$ cat src/rtl/alu_seq.sv
// Registered WIDTH-bit ALU with valid/ready handshakes on both sides.
// Single-cycle ops 0..6; MUL is an iterative shift-add taking WIDTH cycles.
module alu_seq #(
    parameter int WIDTH = 8
) (
    input  logic             clk,
    input  logic             rst,
    input  logic             in_valid,
    output logic             in_ready,
    input  logic [WIDTH-1:0] a,
    input  logic [WIDTH-1:0] b,
    input  logic [2:0]       op,
    output logic             out_valid,
    input  logic             out_ready,
    output logic [WIDTH-1:0] result,
    output logic [3:0]       flags,
    output logic             busy
);

    localparam int SW = $clog2(WIDTH);
    localparam int CW = SW + 1;
    localparam int MSB = WIDTH - 1;
    localparam logic [CW-1:0] LAST = CW'(WIDTH - 1);

    localparam logic [2:0] OP_ADD = 3'd0;
    localparam logic [2:0] OP_SUB = 3'd1;
    localparam logic [2:0] OP_AND = 3'd2;
    localparam logic [2:0] OP_OR  = 3'd3;
    localparam logic [2:0] OP_XOR = 3'd4;
    localparam logic [2:0] OP_SHL = 3'd5;
    localparam logic [2:0] OP_SHR = 3'd6;
    localparam logic [2:0] OP_MUL = 3'd7;

    typedef enum logic [1:0] {
        IDLE,
        EXEC,
        DONE
    } state_t;

    state_t state, state_next;

    logic [2*WIDTH-1:0] acc;
    logic [2*WIDTH-1:0] mcand;
    logic [WIDTH-1:0]   mplier;
    logic [CW-1:0]      cnt;
    logic [2*WIDTH-1:0] mul_sum;

    logic             accept;
    logic             last_iter;
    logic [WIDTH-1:0] alu_res;
    logic             alu_c;
    logic             alu_v;
    logic [WIDTH:0]   wide;
    logic [SW-1:0]    amt;

    assign in_ready  = (state == IDLE);
    assign out_valid = (state == DONE);
    assign busy      = (state == EXEC);
    assign accept    = in_valid & in_ready;
    assign last_iter = (cnt == LAST);
    assign mul_sum   = acc + (mplier[0] ? mcand : '0);

    always_ff @(posedge clk or posedge rst) begin
        if (rst) begin
            state <= IDLE;
        end else begin
            state <= state_next;
        end
    end

    always_comb begin
        state_next = state;
        case (state)
            IDLE: begin
                if (accept) begin
                    state_next = (op == OP_MUL) ? EXEC : DONE;
                end
            end
            EXEC: begin
                if (last_iter) begin
                    state_next = DONE;
                end
            end
            DONE: begin
                if (out_ready) begin
                    state_next = IDLE;
                end
            end
            default: state_next = IDLE;
        endcase
    end

    // Shifts use a WIDTH+1 window so the extra bit catches the last bit shifted out.
    always_comb begin
        alu_res = '0;
        alu_c   = 1'b0;
        alu_v   = 1'b0;
        wide    = '0;
        amt     = b[SW-1:0];
        case (op)
            OP_ADD: begin
                wide    = {1'b0, a} + {1'b0, b};
                alu_res = wide[WIDTH-1:0];
                alu_c   = wide[WIDTH];
                alu_v   = (a[MSB] == b[MSB]) && (wide[MSB] != a[MSB]);
            end
            OP_SUB: begin
                wide    = {1'b0, a} - {1'b0, b};
                alu_res = wide[WIDTH-1:0];
                alu_c   = wide[WIDTH];
                alu_v   = (a[MSB] != b[MSB]) && (wide[MSB] != a[MSB]);
            end
            OP_AND: alu_res = a & b;
            OP_OR:  alu_res = a | b;
            OP_XOR: alu_res = a ^ b;
            OP_SHL: begin
                wide    = {1'b0, a} << amt;
                alu_res = wide[WIDTH-1:0];
                alu_c   = wide[WIDTH];
            end
            OP_SHR: begin
                wide    = {a, 1'b0} >> amt;
                alu_res = wide[WIDTH:1];
                alu_c   = wide[0];
            end
            default: ;
        endcase
    end

    always_ff @(posedge clk or posedge rst) begin
        if (rst) begin
            result <= '0;
            flags  <= '0;
            acc    <= '0;
            mcand  <= '0;
            mplier <= '0;
            cnt    <= '0;
        end else begin
            case (state)
                IDLE: begin
                    if (accept) begin
                        if (op == OP_MUL) begin
                            acc    <= '0;
                            mcand  <= {{WIDTH{1'b0}}, a};
                            mplier <= b;
                            cnt    <= '0;
                        end else begin
                            result <= alu_res;
                            flags  <= {(alu_res == '0), alu_res[MSB], alu_c, alu_v};
                        end
                    end
                end
                // One multiplier bit per cycle; the final add lands straight in the result.
                EXEC: begin
                    acc    <= mul_sum;
                    mcand  <= mcand << 1;
                    mplier <= mplier >> 1;
                    cnt    <= cnt + CW'(1);
                    if (last_iter) begin
                        result <= mul_sum[WIDTH-1:0];
                        flags  <= {(mul_sum[WIDTH-1:0] == '0), mul_sum[MSB],
                                   (mul_sum[2*WIDTH-1:WIDTH] != '0),
                                   (mul_sum[2*WIDTH-1:WIDTH] != '0)};
                    end
                end
                default: ;
            endcase
        end
    end

endmodule

$ cat config.mk
export PLATFORM = sky130hd
export DESIGN_NAME = alu_seq
export DESIGN_NICKNAME = d
export VERILOG_FILES = /design/src/rtl/alu_seq.sv
export SDC_FILE = /design/constraint.sdc
export NUM_CORES = 1
export LEC_CHECK = 0
export ABC_AREA = 1
export BUFFER_PORTS_ARGS = -buffer_cell sky130_fd_sc_hd__buf_2
export CELL_PAD_IN_SITES_DETAIL_PLACEMENT = 1
export CELL_PAD_IN_SITES_GLOBAL_PLACEMENT = 1
export CORE_MARGIN = 4
export CORE_UTILIZATION = 40
export DETAILED_ROUTE_END_ITERATION = 7
export PLACE_DENSITY = 0.78
export SETUP_SLACK_MARGIN = 0.4
export SLEW_MARGIN = 5
export SYNTH_ARGS = -nofsm -noshare
export SYNTH_HDL_FRONTEND = slang
export SYNTH_SLANG_ARGS = --single-unit
$ cat constraint.sdc
create_clock -name clk -period 3.75 [get_ports clk]
set_clock_uncertainty 0.05 [all_clocks]
set_input_delay 0.5625 -clock clk [delete_from_list [all_inputs] [get_ports clk]]
set_output_delay 0.5625 -clock clk [all_outputs]
set_load 0.05 [all_outputs]
# == After elaboration in Yosys (flattened, before gate mapping) ==
# Index checks and enable logic that the tools add are counted.
# classes
muxes,29
magnitude_cmp,0
n_addsub,4
shift,2
bitwise_logic,4
div,0
reduce_logical,11
multipliers,0
eq_ne,19
# op_table
cell,count
$mux 16,5
$pmux 16 s2,2
$pmux 8 s7,1
$mux 8,5
$pmux 8 s2,2
$mux 4,5
$add 16x16->16,1
$logic_not 8->1,2
$pmux 4 s2,2
$eq 3x3->1 const B,4
$add 8x8->9,1
$shl 8x3->9,1
$shr 9x3->9,1
$sub 8x8->9,1
$and 8x8->8,1
$mux 2,4
$ne 2x1->1 const B,4
$or 8x8->8,1
$reduce_bool 8->1,1
$xor 8x8->8,1
$eq 3x2->1 const B,2
$pmux 2 s3,1
$reduce_and 3->1,2
$add 4x1->4 const B,1
15 further kinds,18
# word_totals
mem_bits_ro,0
ff_bits,58
word_cells,76
mem_bits_rw,0
latch_bits,0
inputBits,23
output_inout_bits,15
mem_count,0

# == Longest topological paths before layout ==
# depth
word_depth,7
ltp_mapped,18
mapped_depth_nobuf,16

# == Least setup slack after synthesis ==
# No wires, ideal clock.
# synth_path
path_type,input port to flip-flop
from,in b[1]
to,reg flags[3]
cell_stages,14
setup_time_ns,0.077
setup_slack_ns,1.549
arrival_ns,2.073
path_cell_list,inv_1 -> buf_2 -> fa_1 -> o21ai_0 -> nand2_1 -> nand2_1 -> nand2_1 -> nor2_1 -> nand2_1 -> nor2_1 -> nand2_1 -> nor2_1 -> nand3_1 -> a21oi_1
# synth_between
elab_chain_len,6
word_cells_on_any_way,12
classes_between,add/sub (2); shift (2); mux (4); bitwise (3); reduce/logical (1)
# synth_rtl
item,line,rtl
from (decl),11,"input logic [WIDTH-1:0] b,"
"$sub 8x8->9, or another cell as far along",108,"wide = {1'b0, a} - {1'b0, b};"
$pmux 8 s7 (*),100,case (op)
$logic_not 8->1 (*),149,"flags <= {(alu_res == '0), alu_res[MSB], alu_c, alu_v};"
$mux 4 (*),142,if (op == OP_MUL) begin
$mux 4 (*),141,if (accept) begin
$pmux 4 s2 (*),139,case (state)
to (signal assigned),149,
to (signal assigned),161,"flags <= {(mul_sum[WIDTH-1:0] == '0), mul_sum[MSB],"
to (decl),16,"output logic [3:0] flags,"
# Every way passes the cells marked *; elsewhere a longest branch is shown, timed or not. The select of a mux whose other input is x is not followed.
# A chain may end at the register's enable or synchronous reset.

# == Worst setup path after layout ==
# layout_path
from,reg mplier[0]
to,reg flags[3]
# layout_between
elab_chain_len,5
# layout_rtl
item,line,rtl
from (decl),44,logic [WIDTH-1:0] mplier;
from (signal assigned),157,mplier <= mplier >> 1;
$mux 16,61,assign mul_sum = acc + (mplier[0] ? mcand : '0);
$add 16x16->16,61,
$logic_not 8->1,161,
$mux 4,159,if (last_iter) begin
$pmux 4 s2,139,
# Every way passes these cells. The select of a mux whose other input is x is not followed.

==> impl_results.md <==
- Final cell count without fillers: ~1000
- Die boundary width: ~120 um
- H-tree depth: 3
- Cell taking the most area after synthesis: sky130_fd_sc_hd__dfrtp_1
- Worst Path Required: ~4.0 ns
- Placed Instances: 1026
- Growth of design area from synthesis to finish: 10.8%
- Clock input transition at the sequential cells of the worst setup and hold paths: approximately 0.050 ns
- Critical path's most frequent cell: sky130_fd_sc_hd__nand2_1
- Register-to-Register Setup Slack: ~1.1 ns
- Total overflow reported by the global router: 0
- Number of warning messages in the yosys log: 0
- Worst vdd ir: just over 0.3 mV
- Clock sink count: 57
- Synth Instances: between 800 and 900
- Average instance area after synthesis: roughly 6.3 um^2
- Power Dens Cells: just over 600 nW/um^2
- Final-report max-slew violation count: 0
- Wire length of the first global-routing pass: 30.6 mm
- CP Capture Point: flags[3]
- Proportion of synthesized flip-flops having asynchronous set or reset: 1.00
- Cell chosen for the clock root: sky130_fd_sc_hd__clkbuf_16
- Die outline area: 15100 um^2
- GRT Overall Usage: 0.259
- DRC errors left: 0
- Post-route clock period utilization: 0.717
- Average wire per cell in the routed design: approximately 18 um
- Final hold vios: 0
- Final setup violation count: 0
- Total of hold buffers inserted after clock tree synthesis: 0
- Number of flops mapped to enable cells by yosys: 0
- Vertical die dimension: 123 um
- Type of the worst min-delay path: in2async
- Worst reg2reg path startpoint: mplier[0]
- Number of gates resized after CTS: 0
- Count of maximum capacitance violations: 0
- Startpoint Class: flip-flop
- Detailed-placement wirelength estimate: ~15 mm
- Post-synthesis cell type count: 37
- Via/cell ratio: 5.42
- Synthesized flop and latch total: between 50 and 60
- Core Box Area: 12800 um^2
- Commonest cells in the netlist: 289 x sky130_fd_sc_hd__nand2_1, 124 x sky130_fd_sc_hd__inv_1, 97 x sky130_fd_sc_hd__nand3_1
- TritonCTS Buffers: 9
- First-pass iteration count of the detailed router: 5
- Worst r2r dst: flags[3]
- Layout Nets: approximately 930
- Via count of the routed design: ~5700
- Insertion delay of the later-clocked pin in the worst-skew pair: around 0.33 ns
- Outcome: completed
- Post-layout minimum cycle time: around 2.7 ns
- Area fraction of the dominant cell type after synthesis: 0.270
- FP Rows: about 40
- Initial antenna violation count: 0
- Final hold slack: 0.271 ns
- CTS tree: done
- Pin count of the biggest net entering global routing: 35
- Number of nets with antenna violations after detailed routing: 0
- Initial Utilization: 0.414
- Final core utilization: 0.459
- Setup crit end kind: flip-flop
- Number of fill cells: approximately 1800
- Total inserted antenna cells: 0
- Length in cells of the worst reg-to-reg path: 11
- Post-layout power: roughly 3.6 mW
- Number of buffers between clock root and the deepest sink: 2
- Mapped Nets: 905
- Placer Congestion: around 1
- Top-count cell post-synth: sky130_fd_sc_hd__nand2_1
- Number of buffers inserted by post-CTS setup repair: 0
- Worst-margin pin slew: ~0.85 ns
- CP startpoint: mplier[0]
- Leading register cell type out of synthesis: sky130_fd_sc_hd__dfrtp_1
- RSZ-0062 raised after global routing: false
- Post-route setup TNS: 0 ns
- Final WL: about 18 mm
- Synth area leaders: sky130_fd_sc_hd__dfrtp_1 27%, sky130_fd_sc_hd__nand2_1 21%, sky130_fd_sc_hd__ha_1 9.9%, sky130_fd_sc_hd__nand3_1 9.2%, sky130_fd_sc_hd__inv_1 8.8%
- Summed instance area of the synthesized netlist: approximately 5300 um^2
- Worst Path Max Fanout: 17
- Number of global-route vias before repair: between 5000 and 6000
- Total I/O pin count: 38
- Leakage dissipation: 3.33 nW
- Cell Chain, Critical Path: nand2_1, inv_1, ha_1, fa_1, nor3_1, nand2_1, nor2_1, nand2_1, nor3_1, nor2_1, a21oi_1
- Crit path largest cell delay: between 0.6 and 0.7 ns
- Signal arrival time at the worst endpoint: 2.89 ns
- Relative max-transition margin: 0.430
- Type of the worst setup path: reg2reg
- Share of post-route cells with drive strength above 1: 0.0805
- Slowest cell on crit path: sky130_fd_sc_hd__dfrtp_1
- Highest Clock Rate: about 370 MHz
- Sequential element share of the synthesized area: 0.270
- Number of input and output port buffers inserted: 37
- First-iteration detailed-routing DRC count: 298
## metal layers
metal  vias to the layer above  track usage  part of all wire
met3                        27       0.0348             0.039
met4                         0       0.0671             0.019
met5                         -            0                 0
met2                       139        0.472              0.52
li1                       2727            -                 -
met1                      2759        0.321              0.43
## kinds of logic after synthesis
family                   Yosys count  share of synthesized area
adder cells (fa/ha/maj)           45                      0.111
XOR/XNOR                           9                     0.0149
AO/OA/AOI/OAI                     84                     0.0949
buffers and inverters            153                      0.120
AND/OR/NAND/NOR                  489                      0.390
flip-flops                        57                      0.270
## metrics by stage
| step | worst slack (ns) | cell area, um^2 |
|---|---|---|
| 2_1_floorplan | 1.55 | 5290 |
| 3_3_place_gp | 1.04 | 5570 |
| 3_5_place_dp | 0.998 | 5570 |
| 4_1_cts | 1.06 | 5860 |
| 5_1_grt | 0.844 | 5860 |
| 6_report | 1.06 | 5860 |
## worst max-delay path: cells and delay by family, from the launching register on
family                     cells  cell delay, ns
AOI/OAI and AO/OA              1            0.14
adders and majority gates      2            0.75
buffers and inverters          1            0.08
DFF                            1            0.66
and+or+nand+nor                7            0.92
## how the worst min path moves through the flow
stage	slack (ns)	startpoint	endpoint	cells past startpoint
after global routing	0.32	rst	cnt[1]	2
after global placement	0.41	result[0]	result[0]	2
after CTS	0.29	rst	cnt[1]	2
final	0.27	rst	mplier[1]	2
after floorplan	0.40	acc[2]	acc[2]	2
after detailed placement	0.42	result[0]	result[0]	2
## cell usage in the layout, fill, tap and decap left out, types with 3 or more instances in the layout
| cell type | n |
|---|---|
| sky130_fd_sc_hd__a21oi_1 | 28 |
| sky130_fd_sc_hd__a22o_1 | 3 |
| sky130_fd_sc_hd__a22oi_1 | 6 |
| sky130_fd_sc_hd__a31oi_1 | 5 |
| sky130_fd_sc_hd__and2_1 | 5 |
| sky130_fd_sc_hd__buf_2 | 37 |
| sky130_fd_sc_hd__buf_4 | 5 |
| sky130_fd_sc_hd__clkbuf_16 | 9 |
| sky130_fd_sc_hd__dfrtp_1 | 57 |
| sky130_fd_sc_hd__fa_1 | 3 |
| sky130_fd_sc_hd__ha_1 | 42 |
| sky130_fd_sc_hd__inv_1 | 123 |
| sky130_fd_sc_hd__inv_2 | 4 |
| sky130_fd_sc_hd__nand2_1 | 289 |
| sky130_fd_sc_hd__nand3_1 | 97 |
| sky130_fd_sc_hd__nand3b_1 | 3 |
| sky130_fd_sc_hd__nand4_1 | 15 |
| sky130_fd_sc_hd__nor2_1 | 65 |
| sky130_fd_sc_hd__nor2_2 | 3 |
| sky130_fd_sc_hd__nor3_1 | 7 |
| sky130_fd_sc_hd__o211ai_1 | 7 |
| sky130_fd_sc_hd__o21ai_0 | 21 |
| sky130_fd_sc_hd__o22ai_1 | 8 |
| sky130_fd_sc_hd__xnor2_1 | 3 |
| sky130_fd_sc_hd__xor2_1 | 6 |
## power by group
| group | switching [mW] | internal, mW | total [mW] |
|---|---|---|---|
| combinational | 1.17 | 0.499 | 1.67 |
| sequential | 0.211 | 0.887 | 1.10 |
| clock | 0.289 | 0.512 | 0.801 |
| total | 1.67 | 1.90 | 3.57 |
## flip-flops by register name, summed over array words and instances (netlist names)
register,count
state,2
result,7
mcand,16
cnt,4
acc,16
mplier,8
flags,4
## layout make-up
type                    count  area (um^2)  area share
well taps                 172          215      0.0367
multi-input cells         627         3230       0.551
flip-flops and latches     57         1430       0.243
clock inverters             5         56.3     0.00961
clock buffers              11          233      0.0397
inverters                 128          480      0.0820
repair buffers             42          223      0.0380
Power figures use the tool's default switching activity.
